## src/rtl/bnn_mem_seq.sv

```systemverilog
// Programmable base/length/stride buffer sweep sequencer with multi-pass repeat and optional inter-pass gap.
// Strobes are combinational from state/mode/iSTALL; address and counters are registered and hold while stalled.
module bnn_mem_seq #(
  parameter int AW  = 6,
  parameter int SW  = 3,
  parameter int PW  = 4,
  parameter int GAP = 0
) (
  input  logic          iCLK,
  input  logic          iRSTn,
  input  logic          iCLR,
  input  logic          iSTART,
  input  logic          iMODE,
  input  logic [AW-1:0] iBASE,
  input  logic [AW-1:0] iLEN,
  input  logic [SW-1:0] iSTRIDE,
  input  logic [PW-1:0] iPASSES,
  input  logic          iSTALL,
  output logic [AW-1:0] oADDR,
  output logic          oRd_EN,
  output logic          oWr_EN,
  output logic [AW-1:0] oIDX,
  output logic [PW-1:0] oPASS,
  output logic          oLAST,
  output logic          oBUSY,
  output logic          oDONE
);

  typedef enum logic [1:0] {S_IDLE, S_RUN, S_GAP, S_DONE} state_t;

  // GAP=0 never enters S_GAP, so the terminal count value is irrelevant there.
  localparam logic [3:0] GAP_LAST = (GAP > 0) ? 4'(GAP - 1) : 4'd0;

  state_t        state_q;
  logic          mode_q;
  logic [AW-1:0] base_q;
  logic [AW-1:0] len_q;
  logic [SW-1:0] stride_q;
  logic [PW-1:0] passes_q;
  logic [AW-1:0] addr_q;
  logic [AW-1:0] idx_q;
  logic [PW-1:0] pass_q;
  logic [3:0]    gap_cnt_q;
  logic          acc;

  assign acc = (state_q == S_RUN) && !iSTALL;

  always_ff @(posedge iCLK or negedge iRSTn) begin
    if (!iRSTn) begin
      state_q   <= S_IDLE;
      mode_q    <= 1'b0;
      base_q    <= '0;
      len_q     <= '0;
      stride_q  <= '0;
      passes_q  <= '0;
      addr_q    <= '0;
      idx_q     <= '0;
      pass_q    <= '0;
      gap_cnt_q <= '0;
    end else if (iCLR) begin
      state_q   <= S_IDLE;
      addr_q    <= '0;
      idx_q     <= '0;
      pass_q    <= '0;
      gap_cnt_q <= '0;
    end else begin
      case (state_q)
        S_IDLE: begin
          if (iSTART) begin
            mode_q   <= iMODE;
            base_q   <= iBASE;
            len_q    <= iLEN;
            stride_q <= iSTRIDE;
            passes_q <= iPASSES;
            addr_q   <= iBASE;
            idx_q    <= '0;
            pass_q   <= '0;
            state_q  <= S_RUN;
          end
        end
        S_RUN: begin
          if (acc) begin
            if (idx_q < len_q) begin
              idx_q  <= idx_q + 1'b1;
              addr_q <= addr_q + AW'(stride_q);
            end else if (pass_q == passes_q) begin
              state_q <= S_DONE;
            end else begin
              pass_q <= pass_q + 1'b1;
              idx_q  <= '0;
              addr_q <= base_q;
              if (GAP > 0) begin
                state_q   <= S_GAP;
                gap_cnt_q <= '0;
              end
            end
          end
        end
        S_GAP: begin
          if (gap_cnt_q == GAP_LAST) begin
            state_q <= S_RUN;
          end else begin
            gap_cnt_q <= gap_cnt_q + 1'b1;
          end
        end
        default: state_q <= S_IDLE;
      endcase
    end
  end

  assign oADDR  = addr_q;
  assign oIDX   = idx_q;
  assign oPASS  = pass_q;
  assign oRd_EN = acc && !mode_q;
  assign oWr_EN = acc && mode_q;
  assign oLAST  = (state_q == S_RUN) && (idx_q == len_q);
  assign oBUSY  = (state_q != S_IDLE);
  assign oDONE  = (state_q == S_DONE);

endmodule
```

## config.mk

```make
export PLATFORM = sky130hd
export DESIGN_NAME = bnn_mem_seq
export DESIGN_NICKNAME = d
export VERILOG_FILES = /design/src/rtl/bnn_mem_seq.sv
export SDC_FILE = /design/constraint.sdc
export NUM_CORES = 1
export LEC_CHECK = 0
export CORE_AREA = 2 2 70 72
export DETAILED_ROUTE_END_ITERATION = 12
export DIE_AREA = 0 0 72 74
export PLACE_DENSITY = 0.82
export RECOVER_POWER = 100
export SLEW_MARGIN = 20
export SYNTH_ARGS = -nofsm -noshare
export SYNTH_HDL_FRONTEND = slang
export SYNTH_SLANG_ARGS = --single-unit
```

## constraint.sdc

```tcl
create_clock -name iCLK -period 3.6 [get_ports iCLK]
set_clock_uncertainty 0.15 [all_clocks]
set_input_delay 0.36 -clock iCLK [delete_from_list [all_inputs] [get_ports iCLK]]
set_output_delay 0.36 -clock iCLK [all_outputs]
set_load 0.1 [all_outputs]
```

* Word level (Yosys, flattened, before mapping)
Cells that the tools add are included.
** Storage, ports and cells
- Bits of input ports :: 25
- Bits in registers :: 42
- Output and inout port bits :: 21
- Word-level logic and storage cells :: 73
** Cells by class
- Reductions and logical operators :: 16
- Add/subtract/negate cells :: 4
- Bitwise logic cells :: 1
- Equality and inequality tests :: 13
- Magnitude comparators :: 1
- Mux-type cells :: 28
** Operators by type and width (count)
- $mux W6 :: 10
- $mux W4 :: 8
- $pmux W6 S2 :: 2
- $ne A3 B3 Y1 const B :: 5
- $mux W2 :: 6
- $reduce_and A5 Y1 :: 2
- $add A4 B1 Y4 const B :: 2
- $pmux W4 S2 :: 1
- $add A6 B1 Y6 const B :: 1
- $add A6 B3 Y6 :: 1
- $eq A6 B6 Y1 :: 1
- $lt A6 B6 Y1 :: 1
- $pmux W2 S3 :: 1
- $eq A2 B2 Y1 const B :: 2
- $eq A4 B4 Y1 :: 1
- $logic_and A1 B1 Y1 :: 4
- $logic_not A4 Y1 :: 1
- $ne A4 B4 Y1 const B :: 1
- $reduce_and A4 Y1 :: 1
- $reduce_bool A2 Y1 :: 2
- $ne A3 B2 Y1 const B :: 1
- $reduce_and A3 Y1 :: 1
- $reduce_bool A3 Y1 :: 1
- $eq A2 B1 Y1 const B :: 1
- other kinds (5) :: 6

* Depth between registers and ports, before layout
Gate-level depths: netlist of the first run.
- Depth after elaboration :: 6
- Depth in mapped cells :: 8
- Mapped depth without buffers :: 7

* Worst setup path before layout of the first run
OpenSTA, ideal clock, no wires.
- Path kind :: reg2out
- Start :: reg idx_q[3], in the netlist oIDX[3]
- End :: out oLAST
- Required time :: 3.090 ns
- Path slack :: -0.371 ns
- Stages on the path, launching flop included :: 4
- Arrival :: 3.461 ns
- Path buffers :: 0
- Cells stage by stage :: dfrtp_1 > ha_1 > nand4_1 > nor3_1
** On the way
- Cells in the longest elaborated chain, start to end :: 2
** Ends and longest elaborated chain
- from (decl) :: line 41 : logic [AW-1:0] idx_q;
- from (signal assigned) :: line 84 : idx_q <= idx_q + 1'b1;
- $eq A6 B6 Y1 :: line 116 : assign oLAST = (state_q == S_RUN) && (idx_q == len_q);
- $logic_and A1 B1 Y1 :: line 116
- to (decl) :: line 24 : output logic oLAST,
No other way between the ends.

* Worst setup path after layout of the first run
- Start :: in iCLR
- End :: reg idx_q[1], in the netlist oIDX[1]
** On the way
- Cells in the longest elaborated chain, start to end :: 2
- Elaborated cells on any way between the ends :: 6
- Classes of those cells :: 3 x eq/ne; 1 x mux; 2 x reduce/logical
** Ends and longest elaborated chain
- from (decl) :: line 11 : input logic iCLR,
- $ne A4 B4 Y1 (no source line), or another cell as far along
- $reduce_and A4 Y1 (no source line)
Several ways; a longest one is shown, not always the timed one.
A chain may end at the register's enable or synchronous reset.

==> results_dict.tcl, run 1 <==
set metrics [dict create \
    r2r_end "oIDX[2]" \
    syn_nets 283 \
    swShare_pct 33.1 \
    post_drt_wl_per_cell_um 15.2 \
    path_clk_slew_ns 0.08 \
    cp.arrival_ns 2.94 \
    r2r_cells 6 \
    synth_top_area_share_pct 42.9 \
    fin_crit_ns 2.94 \
    grt_max_degree 43 \
    yosys_warnings 0 \
    grt.overflow.total 0 \
    postRouteAntennaNets 0 \
    rsz0062_at_grt "false" \
    tns_ns 0 \
    yosysSeqAreaShare_pct 42.9 \
    io_buffers 45 \
    gp_congestion 0.879 \
    wl_mm 5.23 \
    drive_gt1_share_pct 11.4 \
    synth.distinct_cells 57 \
    syn_area_per_cell_um2 10.0 \
    grt_first_pass_wirelength_mm 8.84 \
    drt_first_pass_iters 4 \
    synth.ff_latch_count 42 \
    htreeDepth 2 \
    postCtsHoldBufs 0 \
    netlist_instances 244 \
    worst_pin_slew_ns 2.21 \
    peakVddDrop_v 0.000287 \
    power_frac_clock_pct 27.8 \
    grt_pass1_vias 1865 \
    die_x_um 72 \
    slowest_delay_ns 0.80 \
    timing.reg2reg.setup_slack_ns 0.90 \
    synthTopCellsByArea "dfrtp_1 (43%), ha_1 (6.6%), mux2_2 (4.6%)" \
    path_delay_family "simple AND/OR/NAND/NOR gates" \
    critPathBufInv 2 \
    cts_root_buffer "clkbuf_8" \
    die_y_um 74 \
    p_comb_share_pct 28.8 \
    slew_viol_final 43 \
    synth_ff_type "dfrtp_1" \
    max_freq_mhz 340 \
    async_flop_share_pct 100 \
    worstPathMaxFanout 16 \
    grt_usage_pct 21.2 \
    vias 2006 \
    netSwitchingPower_mw 0.434 \
    r2r-start "oIDX[3]" \
    hold-path-endpoint "base_q[4]" \
    cts.sinks 42 \
    dpl.hpwl_mm 3.91 \
    min-delay-start "base_q[4]" \
    start_util_pct 53.3 \
    drt_iter0_drc 120 \
    antenna_cells 0 \
    avgViaCountPerCell 5.83 \
    cts_tree "built" \
    violations "capacitance limit, slew limit" \
    rows 25 \
    area_growth_pct 23.0 \
    cellPowerDensity_nw_per_um2 435 \
    drc 0 \
    hold_depth 1 \
    utilization_pct 65.6 \
    min_path_type "reg -> reg" \
    max_slew_margin_pct -47.3 \
    antenna_found_initial 0 \
    core_um2 4600 \
    clockBufferDepth 2 \
    pwr-share-seq_pct 43.4 \
    path_class "in -> reg" \
    syn-cell-area_um2 2450 \
    finalNetCount 328 \
    maxCapViolations 1 \
    synth.most_common_cell "dfrtp_1" \
    synth_edf_count 0 \
    worstSkewPairLatency_ns 0.30 \
    cts_buffers 5 \
    cts_resized 0 \
    post-cts-setup-buffers 0 \
    hold_violations 0 \
    die-area_um2 5330 \
    p_int_mw 0.876 \
    cp-start-kind "primary input" \
    crit_required_ns 3.60 \
    ioPinCount 46 \
    status "complete, but fails checks" \
    synth_top_cell_by_area "dfrtp_1" \
    period_share_pct 81.7 \
    crit_slowest_cell "nor2_1" \
    p_leak_nw 1.31 \
    cp-end-kind "register" \
    cp_cell_sequence "dlygate4sd3_1, clkbuf_1, nor2_1, or2_0, o21ai_0" \
    synth_common_cells "dfrtp_1 (42), nand2_1 (19), o21ai_0 (18)" \
    setup_viol 0 \
]
-- cells by family after synthesis --
| family | count (synthesis) | share of synthesized area (%) |
|---|---|---|
| and+or+nand+nor | 79 | 17.4 |
| DFF | 42 | 42.9 |
| muxes | 15 | 6.84 |
| AOI/OAI and AO/OA | 62 | 18.4 |
| xor gates and xnor gates | 8 | 2.86 |
| adders and majority gates | 14 | 7.45 |
| buffers and inverters | 24 | 4.24 |
-- state kept, by name (all words and copies together) (netlist names) --
| signal | count |
|---|---|
| len_q | 6 |
| oADDR | 6 |
| state_q | 2 |
| mode_q | 1 |
| oPASS | 4 |
| oIDX | 6 |
| passes_q | 4 |
| gap_cnt_q | 4 |
| base_q | 6 |
| stride_q | 3 |
-- worst max path at each step --
stage	start	depth (start not counted)	endpoint	slack, ns
2_1_floorplan	state_q[1]	4	oRd_EN	0.15
3_3_place_gp	iCLR	5	oADDR[5]	1.08
3_5_place_dp	iSTALL	6	oADDR[5]	1.07
4_1_cts	state_q[1]	2	oBUSY	0.88
5_1_grt	iCLR	5	oIDX[1]	0.45
6_report	iCLR	5	oIDX[1]	0.66
-- per-stage QoR --
step | hold WS (ns) | cells | instance area, um^2 | power [mW] | setup WS [ns]
floorplan | -0.0856 | 244 | 2460 | 0.855 | 0.148
global placement | 0.320 | 336 | 2940 | 0.958 | 1.08
detailed placement | 0.325 | 336 | 2940 | 0.968 | 1.07
CTS | 0.0895 | 344 | 3050 | 1.33 | 0.884
global route | 0.370 | 344 | 3020 | 1.38 | 0.449
finish | 0.342 | 344 | 3020 | 1.31 | 0.658
-- power by group through the flow --
stage / registers (mW) / clock network [mW] / logic (mW)
6_report: 0.569 / 0.364 / 0.377
5_1_grt: 0.579 / 0.391 / 0.412
4_1_cts: 0.570 / 0.367 / 0.389
3_5_place_dp: 0.579 / 0 / 0.389
3_3_place_gp: 0.578 / 0 / 0.380
2_1_floorplan: 0.643 / 0 / 0.212
-- routing by layer --
layer  track usage, %  part of all wire (%)
met1             29.4                    46
met2             34.5                    49
met3             4.47                   4.2
met4             5.24                  0.88
met5                0                     0
-- layout make-up --
type | instances | area (um^2)
Sequential cell | 42 | 1050
Multi-Input combinational cell | 178 | 1300
Inverter | 14 | 52.6
Fill cell | 385 | 1580
Clock buffer | 7 | 76.3
Clock inverter | 1 | 30.0
Timing Repair Buffer | 48 | 434
Tap cell | 54 | 67.6
-- placed cells by master, fill, tap and decap left out, drive strengths merged, types with 3 or more instances in the layout --
cell type | netlist | routed
a211oi | 6 | 6
a21oi | 8 | 8
and3 | 3 | 3
clkbuf | 4 | 14
clkdlybuf4s50 | 0 | 22
dfrtp | 42 | 42
dlygate4sd3 | 0 | 18
ha | 13 | 13
inv | 14 | 14
mux2 | 14 | 14
nand2 | 19 | 19
nand2b | 7 | 7
nand3 | 4 | 4
nand4 | 3 | 3
nor2 | 17 | 17
nor3 | 11 | 11
o21ai | 21 | 21
o31ai | 4 | 4
o41ai | 6 | 6
or2 | 3 | 3
xnor2 | 5 | 5
xor2 | 3 | 3
Note: power is estimated with default switching activity, not from simulation.
==> run 2, diff against run 1 <==
--- a/config.mk
+++ b/config.mk
@@ -5,10 +5,10 @@
 export SDC_FILE = /design/constraint.sdc
 export NUM_CORES = 1
 export LEC_CHECK = 0
-export CORE_AREA = 2 2 70 72
+export CORE_AREA = 2 2 72 74
 export DETAILED_ROUTE_END_ITERATION = 12
-export DIE_AREA = 0 0 72 74
-export PLACE_DENSITY = 0.82
+export DIE_AREA = 0 0 74 76
+export PLACE_DENSITY = 0.78
 export RECOVER_POWER = 100
 export SLEW_MARGIN = 20
 export SYNTH_ARGS = -nofsm -noshare
==> constraint.sdc (replaced) <==
create_clock -name iCLK -period 2.9 [get_ports iCLK]
set_clock_uncertainty 0.15 [all_clocks]
set_input_delay 0.29 -clock iCLK [delete_from_list [all_inputs] [get_ports iCLK]]
set_output_delay 0.29 -clock iCLK [all_outputs]
set_load 0.1 [all_outputs]
==> run 2 against run 1 <==
  * The flow still finishes with violations (capacitance limit, slew limit)
  * Combinational power is 24% higher
  * Critical path depth grew 1
  * Non-clock buffer count is 4 higher
  * Sequential share of layout area increased by 1.0 points
  * Global-route usage shrank 0.37 points
  * Via count fell by 1.0%
  * Design area fell by 2.8%
  * Count of clock-buffer cells in the layout stayed put
  * Register-to-register slack worse by 0.61 ns
  * Sequential power up 24%
  * Die area increased by 5.6%
==> results_dict.tcl, run 2 (synthesis gave the netlist of run 1 again) <==
set metrics [dict create \
    finalNetCount 332 \
    utilization_pct 59.7 \
    grt_first_pass_wirelength_mm 9.29 \
    rows 26 \
    rsz0062_at_grt "false" \
    cts.sinks 42 \
    path_class "reg -> reg" \
    cts_tree "built" \
    worstSkewPairLatency_ns 0.30 \
    grt_pass1_vias 1957 \
    cts_buffers 5 \
    antenna_cells 0 \
    core_um2 4910 \
    antenna_found_initial 0 \
    dpl.cell_count 356 \
    postRouteAntennaNets 0 \
    cellPowerDensity_nw_per_um2 533 \
    htreeDepth 2 \
    peakVddDrop_v 0.000295 \
    post-cts-setup-buffers 0 \
    final_common_cell "dfrtp_1" \
    gp_congestion 0.927 \
    grt_max_degree 43 \
    ioPinCount 46 \
    maxCapViolations 1 \
    grt.overflow.total 0 \
    post_drt_wl_per_cell_um 15.0 \
    worst_pin_slew_ns 2.21 \
    cp-end-kind "register" \
    max_slew_margin_pct -47.1 \
    die-area_um2 5620 \
    clockBufferDepth 2 \
    max_freq_mhz 383 \
    slew_viol_final 43 \
    path_clk_slew_ns 0.08 \
    final_cells 364 \
    status "complete, but fails checks" \
    fin_hold_ws_ns 0.350 \
    crit_required_ns 2.92 \
    start_util_pct 49.9 \
    final_cell_area_um2 2930 \
    layout_common_cells "dfrtp_1 (42), clkbuf_1 (23), clkdlybuf4s50_1 (23)" \
    wl_mm 5.44 \
    cts_resized 0 \
    grt_usage_pct 20.8 \
    cp.arrival_ns 2.63 \
    cts_root_buffer "clkbuf_8" \
    cp-start-kind "register" \
    vias 1985 \
    worstPathMaxFanout 11 \
    avgViaCountPerCell 5.45 \
    min_path_type "reg -> reg" \
    violations "capacitance limit, slew limit" \
    area_growth_pct 19.6 \
    setup_viol 0 \
    hold_violations 0 \
    drc 0 \
    die_y_um 76 \
    die_x_um 74 \
    period_share_pct 90.0 \
    drt_first_pass_iters 4 \
    drt_iter0_drc 122 \
    r2r_cells 6 \
    p_leak_nw 1.23 \
    drive_gt1_share_pct 13.3 \
    io_buffers 45 \
    postCtsHoldBufs 0 \
    fin_crit_ns 2.61 \
    hold_depth 1 \
    place_area_um2 2950 \
    dpl.hpwl_mm 4.01 \
]
run 2: changes by cell type in the layout (fill, tap and decap cells not counted), sizes merged:
cell and change:
clkbuf +18, dlygate4sd3 -18, buf +3, bufinv -1, clkdlybuf4s50 +1, clkinv +1
run 2: final timing paths:
path                           start           end  slack (ns)
max in group asynchronous      iRSTn      oPASS[1]        0.85
min in group asynchronous      iRSTn  gap_cnt_q[1]        0.48
setup / recovery             oIDX[3]      oADDR[0]        0.29
setup reg to reg             oIDX[3]      oADDR[0]        0.29
hold reg to reg            base_q[4]     base_q[4]        0.35
hold / removal             base_q[4]     base_q[4]        0.35
run 2: metal layers:
| layer | vias up | global-route usage (%) | share of wire [%] |
|---|---|---|---|
| met3 | 7 | 3.44 | 4.3 |
| met5 | - | 0 | 0 |
| li1 | 979 | - | - |
| met1 | 942 | 29.9 | 47 |
| met2 | 57 | 32.1 | 48 |
| met4 | 0 | 6.55 | 1.3 |
run 2: per-stage QoR:
stage / setup slack, ns / power [mW] / TNS, ns
after global placement: 0.513 / 1.20 / 0
final: 0.290 / 1.56 / 0
after floorplan: -0.150 / 1.06 / -0.150
after CTS: 0.462 / 1.60 / 0
after detailed placement: 0.473 / 1.21 / 0
after global routing: 0.152 / 1.65 / 0
run 2: worst max-delay path, stage by stage, from the launching register on:
cell and delay [ns]:
dfrtp_1 0.44, ha_1 0.33, a21oi_1 0.19, o21a_1 0.27, a211oi_2 0.11, or2_0 0.50
o41ai_1 0.48
run 2: final cells by class:
cell class | count | area (um^2)
Clock inverter | 1 | 5.00
Timing Repair Buffer | 52 | 358
Sequential cell | 42 | 1050
Tap cell | 70 | 87.6
Multi-Input combinational cell | 178 | 1290
Fill cell | 447 | 1980
Clock buffer | 7 | 86.3
Inverter | 14 | 52.6
run 2: power breakdown:
group	total, mW	internal (mW)	switching, mW
combinational	0.467	0.166	0.300
sequential	0.707	0.657	0.0505
clock	0.389	0.192	0.197
==> run 3, diff against run 2 <==
--- a/config.mk
+++ b/config.mk
@@ -5,6 +5,7 @@
 export SDC_FILE = /design/constraint.sdc
 export NUM_CORES = 1
 export LEC_CHECK = 0
+export CAP_MARGIN = 20
 export CORE_AREA = 2 2 72 74
 export DETAILED_ROUTE_END_ITERATION = 12
 export DIE_AREA = 0 0 74 76
==> results of run 3 <==
Final layout, timing and power as in run 2 (identical DEF).
